<file path="src/rtl/rob_retire.sv">
// 2-wide in-order ROB commit stage: pops done heads, updates arch map / free list, flushes on mispredict, stops on halt.
// Optional stats counters (stat_retired, stat_mispred) are built when RETIRE_STATS_EN is defined.
module rob_retire #(
  parameter int PREG_IDX     = 6,
  parameter int AREG_IDX     = 5,
  parameter int ZERO_REG     = 31,
  parameter int FLUSH_CYCLES = 2
) (
  input  logic                clk,
  input  logic                reset,
  input  logic                head1_valid,
  input  logic                head1_done,
  input  logic                head1_mispred,
  input  logic                head1_halt,
  input  logic [AREG_IDX-1:0] head1_areg,
  input  logic [PREG_IDX-1:0] head1_preg,
  input  logic [PREG_IDX-1:0] head1_old_preg,
  input  logic [63:0]         head1_target,
  input  logic                head2_valid,
  input  logic                head2_done,
  input  logic                head2_mispred,
  input  logic                head2_halt,
  input  logic [AREG_IDX-1:0] head2_areg,
  input  logic [PREG_IDX-1:0] head2_preg,
  input  logic [PREG_IDX-1:0] head2_old_preg,
  input  logic [63:0]         head2_target,
  output logic                rd1,
  output logic                rd2,
  output logic                amt1_wr_en,
  output logic [AREG_IDX-1:0] amt1_areg,
  output logic [PREG_IDX-1:0] amt1_preg,
  output logic                amt2_wr_en,
  output logic [AREG_IDX-1:0] amt2_areg,
  output logic [PREG_IDX-1:0] amt2_preg,
  output logic                fl1_en,
  output logic [PREG_IDX-1:0] fl1_preg,
  output logic                fl2_en,
  output logic [PREG_IDX-1:0] fl2_preg,
  output logic                flush,
  output logic [63:0]         redirect_pc,
  output logic                halted
`ifdef RETIRE_STATS_EN
  ,
  output logic [63:0]         stat_retired,
  output logic [31:0]         stat_mispred
`endif
);

  typedef enum logic [1:0] {RUN, FLUSH, HALTED} state_t;

  state_t      state, state_nxt;
  logic [2:0]  cnt;
  logic        ret1, ret2, any_halt, any_mis, wr1, wr2, enter_flush;
  logic [63:0] mis_target;

  always_ff @(posedge clk) begin
    if (reset) begin
      state <= RUN;
      cnt   <= '0;
    end else begin
      state <= state_nxt;
      cnt   <= (state == FLUSH && state_nxt == FLUSH) ? cnt + 3'd1 : 3'd0;
    end
  end

  always_comb begin
    state_nxt = state;
    case (state)
      RUN: begin
        if (any_halt)     state_nxt = HALTED;
        else if (any_mis) state_nxt = FLUSH;
      end
      FLUSH:   if (cnt == 3'(FLUSH_CYCLES - 1)) state_nxt = RUN;
      default: state_nxt = HALTED;
    endcase
  end

  // Slot 2 may only retire behind a plain slot 1, so order is preserved.
  always_comb begin
    ret1        = (state == RUN) & head1_valid & head1_done;
    ret2        = ret1 & head2_valid & head2_done & ~head1_mispred & ~head1_halt;
    any_halt    = (ret1 & head1_halt) | (ret2 & head2_halt);
    any_mis     = (ret1 & head1_mispred) | (ret2 & head2_mispred);
    mis_target  = (ret2 & head2_mispred) ? head2_target : head1_target;
    enter_flush = (state == RUN) & (state_nxt == FLUSH);
    wr1         = ret1 & (head1_areg != AREG_IDX'(ZERO_REG));
    wr2         = ret2 & (head2_areg != AREG_IDX'(ZERO_REG));
    rd1         = ret1;
    rd2         = ret2;
  end

  always_ff @(posedge clk) begin
    if (reset) begin
      amt1_wr_en  <= 1'b0;
      amt1_areg   <= '0;
      amt1_preg   <= '0;
      amt2_wr_en  <= 1'b0;
      amt2_areg   <= '0;
      amt2_preg   <= '0;
      fl1_en      <= 1'b0;
      fl1_preg    <= '0;
      fl2_en      <= 1'b0;
      fl2_preg    <= '0;
      flush       <= 1'b0;
      redirect_pc <= '0;
      halted      <= 1'b0;
    end else begin
      amt1_wr_en <= wr1;
      fl1_en     <= wr1;
      amt2_wr_en <= wr2;
      fl2_en     <= wr2;
      if (wr1) begin
        amt1_areg <= head1_areg;
        amt1_preg <= head1_preg;
        fl1_preg  <= head1_old_preg;
      end
      if (wr2) begin
        amt2_areg <= head2_areg;
        amt2_preg <= head2_preg;
        fl2_preg  <= head2_old_preg;
      end
      flush  <= (state_nxt == FLUSH);
      halted <= (state_nxt == HALTED);
      if (enter_flush) redirect_pc <= mis_target;
    end
  end

`ifdef RETIRE_STATS_EN
  always_ff @(posedge clk) begin
    if (reset) begin
      stat_retired <= '0;
      stat_mispred <= '0;
    end else begin
      stat_retired <= stat_retired + 64'(ret1) + 64'(ret2);
      stat_mispred <= stat_mispred + 32'(enter_flush);
    end
  end
`endif

endmodule

</file>
<file path="config.mk">
export PLATFORM = sky130hd
export DESIGN_NAME = rob_retire
export DESIGN_NICKNAME = d
export VERILOG_FILES = /design/src/rtl/rob_retire.sv
export SDC_FILE = /design/constraint.sdc
export NUM_CORES = 1
export LEC_CHECK = 0
export CELL_PAD_IN_SITES_DETAIL_PLACEMENT = 1
export CELL_PAD_IN_SITES_GLOBAL_PLACEMENT = 2
export CORE_UTILIZATION = 21
export DETAILED_ROUTE_END_ITERATION = 10
export PLACE_DENSITY = 0.78
export SYNTH_ARGS = -nofsm -noshare
export SYNTH_HDL_FRONTEND = slang
export SYNTH_SLANG_ARGS = --single-unit
</file>
<file path="constraint.sdc">
create_clock -name clk -period 2.37 [get_ports clk]
set_input_delay 0.5925 -clock clk [delete_from_list [all_inputs] [get_ports clk]]
set_output_delay 0.5925 -clock clk [all_outputs]
set_load 0.02 [all_outputs]
</file>
==> flow_summary.yaml, run 1 <==
synth:
  avgSynthCellArea_um2: 8.99
  post-synth-top-area-fraction: 0.347
  synth-async-reset-ratio: 0
  synth_seq_cells: 107
  sequential_fraction_of_the_synthesis_area: 0.347
  synth-main-ff-cell: "dfxtp_1"
  synth_top_cell_by_area: "dfxtp_1"
  syn-cell-area_mm2: 0.00617
  yosys-top-cells-area: "dfxtp_1 35%, mux2i_1 16%, a2111o_1 12%"
  postSynthNetCount: 860
  ys.warnings.count: 0
  synthesis.instances: 686
  yosys.cell_types.count: 28
  synth_enable_flop_cells: 0
floorplanning:
  die_area_mm2: 0.0301
  die_width_um: 173
  die_h_um: 173
  design.portCount: 278
  placementRows: 62
  start_util: 0.214
  area_of_the_core_mm2: 0.0288
global_route:
  grt_max_degree: 78
  vias_in_the_first_global_route: 7044
  first_pass_grt_wire_length_um: 39900
  antenna_found_initial: 0
  track_usage: 0.165
  grt_remaining_overflow: 0
clocking:
  cts-root-buf: "clkbuf_16"
  clock_latency_ns: 0.37
  cts_hold_repair.buffers: 0
  clk_pin_slew_worst_paths_ns: 0.08
  h-tree-depth: 3
  cts_max_path_buffers: 2
  tritoncts_clock_tree: "built"
  cts_inserted_buffers: 9
  cts.sink_count: 107
final_layout:
  finish.cell_count_without_fillers: 1326
  final_cell_area_mm2: 0.00990
  commonest_cells_after_routing_fill_and_taps_aside: "271 x clkdlybuf4s50_1, 108 x nor2_1, 107 x dfxtp_1"
  final_net_count: 1111
  most_common_library_cell_in_the_layout_ignoring_fill_and_taps: "clkdlybuf4s50_1"
  drive_above_1_share: 0.114
  area_growth_syn_to_layout_pct: 60.5
  diodes: 0
timing:
  max_slew_margin: 0.614
  fin_setup_tns_ns: 0
  timing.final.max_slew_violations: 0
  clock.fmax_mhz: 434
  final.setup.worst_slack_ns: 0.0680
  finalHoldViolations: 0
  worstMarginPinSlew_ns: 0.580
  post-route-min-period_ns: 2.30
  grt_setup_unrepaired: "yes"
  finalSetupViolations: 0
  post-route-period-util: 0.971
  clock-skew-final_ns: 0.0171
route:
  postRouteAntennaNets: 0
  routed_wire_length_per_instance_um: 18.7
  finalWirelength_um: 24800
  detail_route.drc_violations: 0
  routed_via_density: 4.97
  initial_drc_count: 332
  dr.pass1.iters: 4
  vias: 6595
place:
  dpl_ws_ns: -0.333
  dp_hpwl_um: 16900
  placed_cells: 1310
  port-buffer-count: 277
  postPlaceCellArea_mm2: 0.00961
  gp_routability_congestion: 0.705
power_and_ir_drop:
  vdd_ir_drop_max_mv: 0.324
  total_leakage_power_uw: 0.00398
  finalPower_uw: 4780
  power_per_cell_area_mw_per_mm2: 483
critical_path:
  startpoint_type: "input pin"
  worst_endpoint_required_time_ns: 2.62
  critical_path_peak_fanout: 20
  timing.critical_path.to_type: "flip-flop"
  critPathArrivalTime_ns: 2.55
  critical_path_class: "in2reg"
status:
  status: "finished clean"
min_path:
  worst_hold_path_type: "reg2reg"
job:
  cap_viol_max_count: 0
[final timing paths]
check / slack [ns] / start / endpoint / cells past startpoint
min reg2reg: 0.46 / cnt[0] / cnt[0] / 1
max: 0.07 / head1_halt / redirect_pc[12] / 7
max reg2reg: 0.29 / state[1] / redirect_pc[12] / 7
min: 0.46 / cnt[0] / cnt[0] / 1
[cell families after synthesis]
logic type | Yosys count | share of synthesized area
AO/OA/AOI/OAI | 264 | 0.343
adder cells (fa/ha/maj) | 2 | 0.00406
buffers and inverters | 93 | 0.0675
flip-flops | 107 | 0.347
multiplexers | 97 | 0.157
AND/OR/NAND/NOR | 123 | 0.0813
[per-stage QoR]
stage	hold slack [ns]	util
finish	0.462	0.344
global route	0.485	0.344
CTS	0.467	0.344
detailed placement	0.454	0.334
global placement	0.440	0.334
floorplan	0.421	-
[timing repair]
| action | 4_1_cts | 5_1_grt |
|---|---|---|
| resized for setup | 4 | 1 |
| buffers inserted | 0 | 0 |
| pin swaps | 0 | 1 |
| setup endpoints to repair | 2 | 15 |
[layout make-up]
| type | count | area [um2] |
|---|---|---|
| Multi-Input combinational cell | 486 | 3650 |
| Timing Repair Buffer | 328 | 3320 |
| Sequential cell | 107 | 2140 |
| Tap cell | 384 | 480 |
| Clock inverter | 6 | 67.6 |
| Clock buffer | 10 | 229 |
| Inverter | 5 | 18.8 |
| Fill cell | 3306 | 18900 |
[worst max-delay path: stages]
cell             delay, ns
clkdlybuf4s50_1       0.44
nand4bb_1             0.23
or3_4                 0.41
a2111oi_4             0.36
buf_4                 0.23
buf_12                0.19
a21oi_1               0.09
[state kept, by name, summed over array words and instances, names as in the netlist]
register and cells:
state 2, redirect_pc 64, cnt 3, flush 1, amt1_areg 5, fl1_preg 6
fl1_en 1, amt2_areg 5, halted 1, fl2_preg 6, amt2_preg 6, fl2_en 1
amt1_preg 6
[cell usage after synthesis (2+ instances only)]
master and instances:
buf_1 6, a2111o_1 64, nand2_1 2, clkbuf_1 67, mux2i_1 97, ha_1 2
a21oi_1 35, nand3_1 2, buf_2 6, a211o_1 2, a211oi_1 65, a31oi_1 65
nor2_1 109, buf_6 7, inv_1 5, buf_4 2, a21oi_2 30, nor3_1 2
dfxtp_1 107, nand4bb_1 2, a21boi_0 2
[per-layer routing]
layer  routed length (um)  up-vias  global-route usage  share of wire
li1                     -     3144                   -              -
met1                10800     3214               0.207           0.43
met2                11700      223               0.271           0.47
met3                 2100       14              0.0555          0.085
met4                  254        0              0.0395          0.010
met5                    0        -                   0              0
[where the power goes]
part / internal (uW) / total [uW] / switching [uW]
Sequential: 1880 / 1950 / 72.1
Combinational: 643 / 1240 / 595
Clock: 752 / 1590 / 839
(Power assumes the default switching activity.)
==> run 2, diff against run 1 <==
--- a/config.mk
+++ b/config.mk
@@ -8,8 +8,9 @@
 export CELL_PAD_IN_SITES_DETAIL_PLACEMENT = 1
 export CELL_PAD_IN_SITES_GLOBAL_PLACEMENT = 2
 export CORE_UTILIZATION = 21
+export CTS_CLUSTER_SIZE = 25
 export DETAILED_ROUTE_END_ITERATION = 10
-export PLACE_DENSITY = 0.78
+export PLACE_DENSITY_LB_ADDON = 0.1
 export SYNTH_ARGS = -nofsm -noshare
 export SYNTH_HDL_FRONTEND = slang
 export SYNTH_SLANG_ARGS = --single-unit
==> run 2 against run 1 <==
  * Sequential share of layout area is 0.069 points higher
  * Critical path depth is 4 lower
  * Clock-buffer cell count did not move
==> flow_summary.yaml, run 2 (same netlist as run 1, synthesis figures left out) <==
clocking:
  tritoncts_clock_tree: "built"
  cts.sink_count: 107
  cts-root-buf: "clkbuf_16"
  cts_inserted_buffers: 9
  cts_max_path_buffers: 2
  clk_pin_slew_worst_paths_ns: 0.08
  h-tree-depth: 3
  clock_latency_ns: 0.36
  cts_hold_repair.buffers: 0
timing:
  worst_hold_slack_ns: 0.468
  clock-skew-final_ns: 0.0112
  clock.fmax_mhz: 443
  max_slew_margin: 0.645
  post-route-period-util: 0.952
  post-route-min-period_ns: 2.26
  timing.final.max_slew_violations: 0
  worstMarginPinSlew_ns: 0.533
  final.setup.worst_slack_ns: 0.113
  grt_setup_unrepaired: "no"
  finalHoldViolations: 0
  finalSetupViolations: 0
critical_path:
  worst_endpoint_required_time_ns: 1.78
  cp_cell_sequence: "nand4bb_4 > inv_1 > clkdlybuf4s50_1"
  critPathSlowestCell: "clkdlybuf4s50_1"
  timing.critical_path.to_type: "primary output"
  critical_path.max_stage_delay_ns: 0.60
  critical_path_class: "reg2out"
  critical_path_peak_fanout: 6
  startpoint_type: "flip-flop"
  critPathArrivalTime_ns: 1.66
floorplanning:
  start_util: 0.214
  placementRows: 62
  area_of_the_core_mm2: 0.0288
  design.portCount: 278
  die_h_um: 173
  die_area_mm2: 0.0301
  die_width_um: 173
final_layout:
  register_bank_with_the_most_flops: "redirect_pc"
  area_growth_syn_to_layout_pct: 60.0
  commonest_cells_after_routing_fill_and_taps_aside: "269 x clkdlybuf4s50_1, 108 x nor2_1, 107 x dfxtp_1"
  final_net_count: 1101
  largest_register_ff_count: 64
  final_cell_area_mm2: 0.00987
  drive_above_1_share: 0.104
  most_common_library_cell_in_the_layout_ignoring_fill_and_taps: "clkdlybuf4s50_1"
  multi_input_comb_area_mm2: 0.00366
  seq_area_mm2: 0.00214
  fillCellCount: 3272
power_and_ir_drop:
  power_per_cell_area_mw_per_mm2: 490
  vdd_ir_drop_max_mv: 0.330
  total_leakage_power_uw: 0.00396
  finalPower_uw: 4840
global_route:
  track_usage: 0.167
  grt_remaining_overflow: 0
  vias_in_the_first_global_route: 7264
  first_pass_grt_wire_length_um: 40100
  antenna_found_initial: 1
  grt_max_degree: 75
route:
  finalWirelength_um: 26200
  routed_wire_length_per_instance_um: 19.9
  initial_drc_count: 386
  detail_route.drc_violations: 0
  postRouteAntennaNets: 0
  dr.pass1.iters: 4
  vias: 6671
  routed_via_density: 5.07
min_path:
  worst_hold_path_type: "reg2reg"
job:
  cap_viol_max_count: 0
place:
  dp_hpwl_um: 17100
  port-buffer-count: 277
  dpl_ws_ns: -0.364
  postPlaceCellArea_mm2: 0.00945
  gp_routability_congestion: 0.739
status:
  status: "finished clean"
## run 2: cell types whose count changed in the layout (fill, tap and decap cells not counted), sizes merged, moves of 2 or more
cell           delta
dlymetal6s2s      +3
buf              -13
clkdlybuf4s50     -2
clkbuf            +2
## run 2: worst paths after layout
path / from / to / slack [ns] / depth (start not counted)
worst max register to register: state[1] / redirect_pc[41] / 0.26 / 6
worst max-delay path: state[1] / rd1 / 0.11 / 3
worst min register to register: cnt[0] / cnt[0] / 0.47 / 1
worst min-delay path: cnt[0] / cnt[0] / 0.47 / 1
## run 2: layout make-up
cell class,instances,share of cell area
Clock buffer,10,0.0232
Sequential cell,107,0.217
Inverter,5,0.00190
Tap cell,384,0.0487
Antenna cell,1,0.000253
Clock inverter,6,0.00837
Timing Repair Buffer,318,0.330
Multi-Input combinational cell,486,0.371
## run 2: power breakdown
group | internal (uW) | leakage, uW | switching [uW]
combinational | 632 | 0.00294 | 607
sequential | 1880 | 0.000870 | 75.1
clock | 848 | 0.000148 | 800
## run 2: repair_timing
item	in CTS	in global routing
setup endpoints to repair	1	59
pin swaps	0	3
gates cloned	0	4
resized for setup	2	5
setup buffers	0	1
## run 2: worst max-delay path, delay by kind of cell (launching register included)
| family | cells | cell delay (ns) |
|---|---|---|
| DFF | 1 | 0.32 |
| buffers and inverters | 2 | 0.69 |
| and+or+nand+nor | 1 | 0.29 |
## run 2: per-layer routing
layer | track usage | routed length [um] | vias up
met3 | 0.0493 | 2070 | 42
met1 | 0.197 | 11000 | 3279
met4 | 0.0594 | 529 | 0
met5 | 0 | 0 | -
li1 | - | - | 3125
met2 | 0.286 | 12500 | 225
## run 2: metrics by stage
step           TNS [ns]  cells   util
2_1_floorplan         0    686      -
3_3_place_gp     -19.74   1295  0.328
3_5_place_dp     -20.84   1295  0.328
4_1_cts               0   1311  0.339
5_1_grt               0   1317  0.343
6_report              0   1317  0.343
==> run 3, diff against run 2 <==
--- a/config.mk
+++ b/config.mk
@@ -7,6 +7,7 @@
 export LEC_CHECK = 0
 export CELL_PAD_IN_SITES_DETAIL_PLACEMENT = 1
 export CELL_PAD_IN_SITES_GLOBAL_PLACEMENT = 2
+export CORE_MARGIN = 8
 export CORE_UTILIZATION = 21
 export CTS_CLUSTER_SIZE = 25
 export DETAILED_ROUTE_END_ITERATION = 10
==> run 3 against run 2 <==
  * Wire length increased by 8.7%
  * Clock skew increased by 0.0051 ns
  * Worst hold slack worse by 0.014 ns
  * Setup slack lost 0.023 ns
  * Die area rose by 17%
  * Fmax down 0.99%
  * Clock power rose by 4%
  * Non-clock buffer count fell by 2
  * Final area shrank 0.52%
  * Sequential share of layout area rose by 0.11 points
  * Via count is 0.58% higher
  * Largest cell class unchanged
  * Highest routed layer unchanged
==> flow_summary.yaml, run 3 (same netlist as run 1, synthesis figures left out) <==
critical_path:
  critical_path.max_stage_delay_ns: 0.43
  startpoint_type: "input pin"
  worstReg2RegEnd: "redirect_pc[5]"
  flop2flop_setup_slack_ns: 0.30
  critical_path_class: "in2reg"
  worst_path_dominant_cell_family: "buffers and inverters"
  timing.critical_path.to_type: "flip-flop"
  critPathArrivalTime_ns: 2.52
  critPathSlowestCell: "clkdlybuf4s50_1"
  cp_num_buf_inv: 3
  path_depth: 7
  worst_endpoint_required_time_ns: 2.61
  worstRegToRegCells: 6
  critical_path_peak_fanout: 17
  reg2reg_from: "state[1]"
  cp_cell_sequence: "clkdlybuf4s50_1 > nand4bb_4 > or3_4 > a2111oi_4 > buf_4 > buf_12 > a21oi_1"
route:
  routed_via_density: 5.11
  initial_drc_count: 242
  detail_route.drc_violations: 0
  finalWirelength_um: 28500
  postRouteAntennaNets: 0
  routed_wire_length_per_instance_um: 21.7
  vias: 6710
  dr.pass1.iters: 4
floorplanning:
  placementRows: 62
  die_area_mm2: 0.0351
  area_of_the_core_mm2: 0.0289
  die_h_um: 187
  die_width_um: 187
  design.portCount: 278
  start_util: 0.214
timing:
  post-route-min-period_ns: 2.28
  clock-skew-final_ns: 0.0163
  finalHoldViolations: 0
  post-route-period-util: 0.962
  clock.fmax_mhz: 439
  grt_setup_unrepaired: "yes"
  timing.final.max_slew_violations: 0
  max_slew_margin: 0.618
  finalSetupViolations: 0
  worst_hold_slack_ns: 0.454
  worstMarginPinSlew_ns: 0.573
min_path:
  hold_path_depth: 1
  worst_hold_path_type: "reg2reg"
  worst_hold_launch: "cnt[0]"
  min_to: "cnt[0]"
final_layout:
  register_bank_with_the_most_flops: "redirect_pc"
  diodes: 0
  fillCellCount: 3278
  area_growth_syn_to_layout_pct: 59.2
  final_cell_area_mm2: 0.00982
  drive_above_1_share: 0.104
  final_net_count: 1099
  finalCoreUtilization: 0.340
  most_common_library_cell_in_the_layout_ignoring_fill_and_taps: "clkdlybuf4s50_1"
  largest_register_ff_count: 64
  commonest_cells_after_routing_fill_and_taps_aside: "271 x clkdlybuf4s50_1, 108 x nor2_1, 107 x dfxtp_1"
  finish.cell_count_without_fillers: 1314
clocking:
  cts_max_path_buffers: 2
  tritoncts_clock_tree: "built"
  clock_latency_ns: 0.37
  cts_inserted_buffers: 9
  cts.sink_count: 107
  clk_pin_slew_worst_paths_ns: 0.07
  post_cts.repair.setup_buffers: 0
  cts_hold_repair.buffers: 0
  cts-root-buf: "clkbuf_16"
  post_cts_resize_count: 1
  h-tree-depth: 3
global_route:
  antenna_found_initial: 0
  grt_remaining_overflow: 0
  first_pass_grt_wire_length_um: 44000
  met2_track_usage_gr: 0.273
  gr-usage-met1: 0.173
  track_usage: 0.156
  vias_in_the_first_global_route: 7692
  grt_busiest_layer: "met2"
  grt_max_degree: 69
  globalRouteMet3Util: 0.0610
power_and_ir_drop:
  vdd_ir_drop_max_mv: 0.237
  power_per_cell_area_mw_per_mm2: 500
  total_leakage_power_uw: 0.00394
place:
  gp_routability_congestion: 0.744
  port-buffer-count: 277
  dp_hpwl_um: 19300
  postPlaceCellArea_mm2: 0.00949
  placed_cells: 1298
status:
  status: "finished clean"
job:
  cap_viol_max_count: 0
[run 3: cell count changes in the layout (fill, tap and decap cells not counted), sizes merged]
cell	delta
clkbuf	-2
clkdlybuf4s50	+2
dlymetal6s2s	-2
bufinv	+1
clkdlybuf4s15	-1
clkinv	+1
clkinvlp	-1
diode	-1
[run 3: routing by layer]
| layer | share of wire | vias up |
|---|---|---|
| met5 | 0 | - |
| met4 | 0.011 | 0 |
| met3 | 0.088 | 27 |
| li1 | - | 3121 |
| met1 | 0.42 | 3335 |
| met2 | 0.48 | 227 |
[run 3: power by group]
| part | internal (uW) | total, uW | leakage [uW] | switching (uW) |
|---|---|---|---|---|
| Combinational | 624 | 1240 | 0.00291 | 618 |
| Sequential | 1880 | 1950 | 0.000870 | 74.3 |
| Clock | 937 | 1710 | 0.000161 | 773 |
| Total | 3440 | 4910 | 0.00394 | 1470 |
[run 3: cell type report]
class,count,area [um2],share of cell area
Timing Repair Buffer,316,3200,0.325
Multi-Input combinational cell,486,3660,0.373
Sequential cell,107,2140,0.218
Clock inverter,7,96.3,0.00981
Clock buffer,9,225,0.0229
Tap cell,384,480,0.0489
Inverter,5,18.8,0.00191
[run 3: worst max path at each step]
stage | start | endpoint | slack [ns]
after detailed placement | head1_halt | redirect_pc[58] | -0.32
after global placement | head1_halt | redirect_pc[58] | -0.32
after floorplan | head1_done | redirect_pc[0] | 0.05
after CTS | head1_halt | rd2 | 0.02
after global routing | head1_halt | redirect_pc[55] | -0.004
final | head1_halt | redirect_pc[5] | 0.09
[run 3: stage by stage]
| stage | setup slack [ns] | power, uW | TNS, ns |
|---|---|---|---|
| after global routing | -0.00389 | 5140 | -0.00389 |
| after detailed placement | -0.321 | 3250 | -18.85 |
| after floorplan | 0.0515 | 2560 | 0 |
| final | 0.0906 | 4910 | 0 |
| after global placement | -0.317 | 3200 | -18.80 |
| after CTS | 0.0160 | 4990 | 0 |
[run 3: worst reg2reg max path: stages (launching register included)]
cell and delay (ns):
dfxtp_1 0.32, nand4bb_4 0.31, or3_4 0.48, a2111oi_4 0.36, buf_4 0.24, buf_12 0.17, a21oi_1 0.08
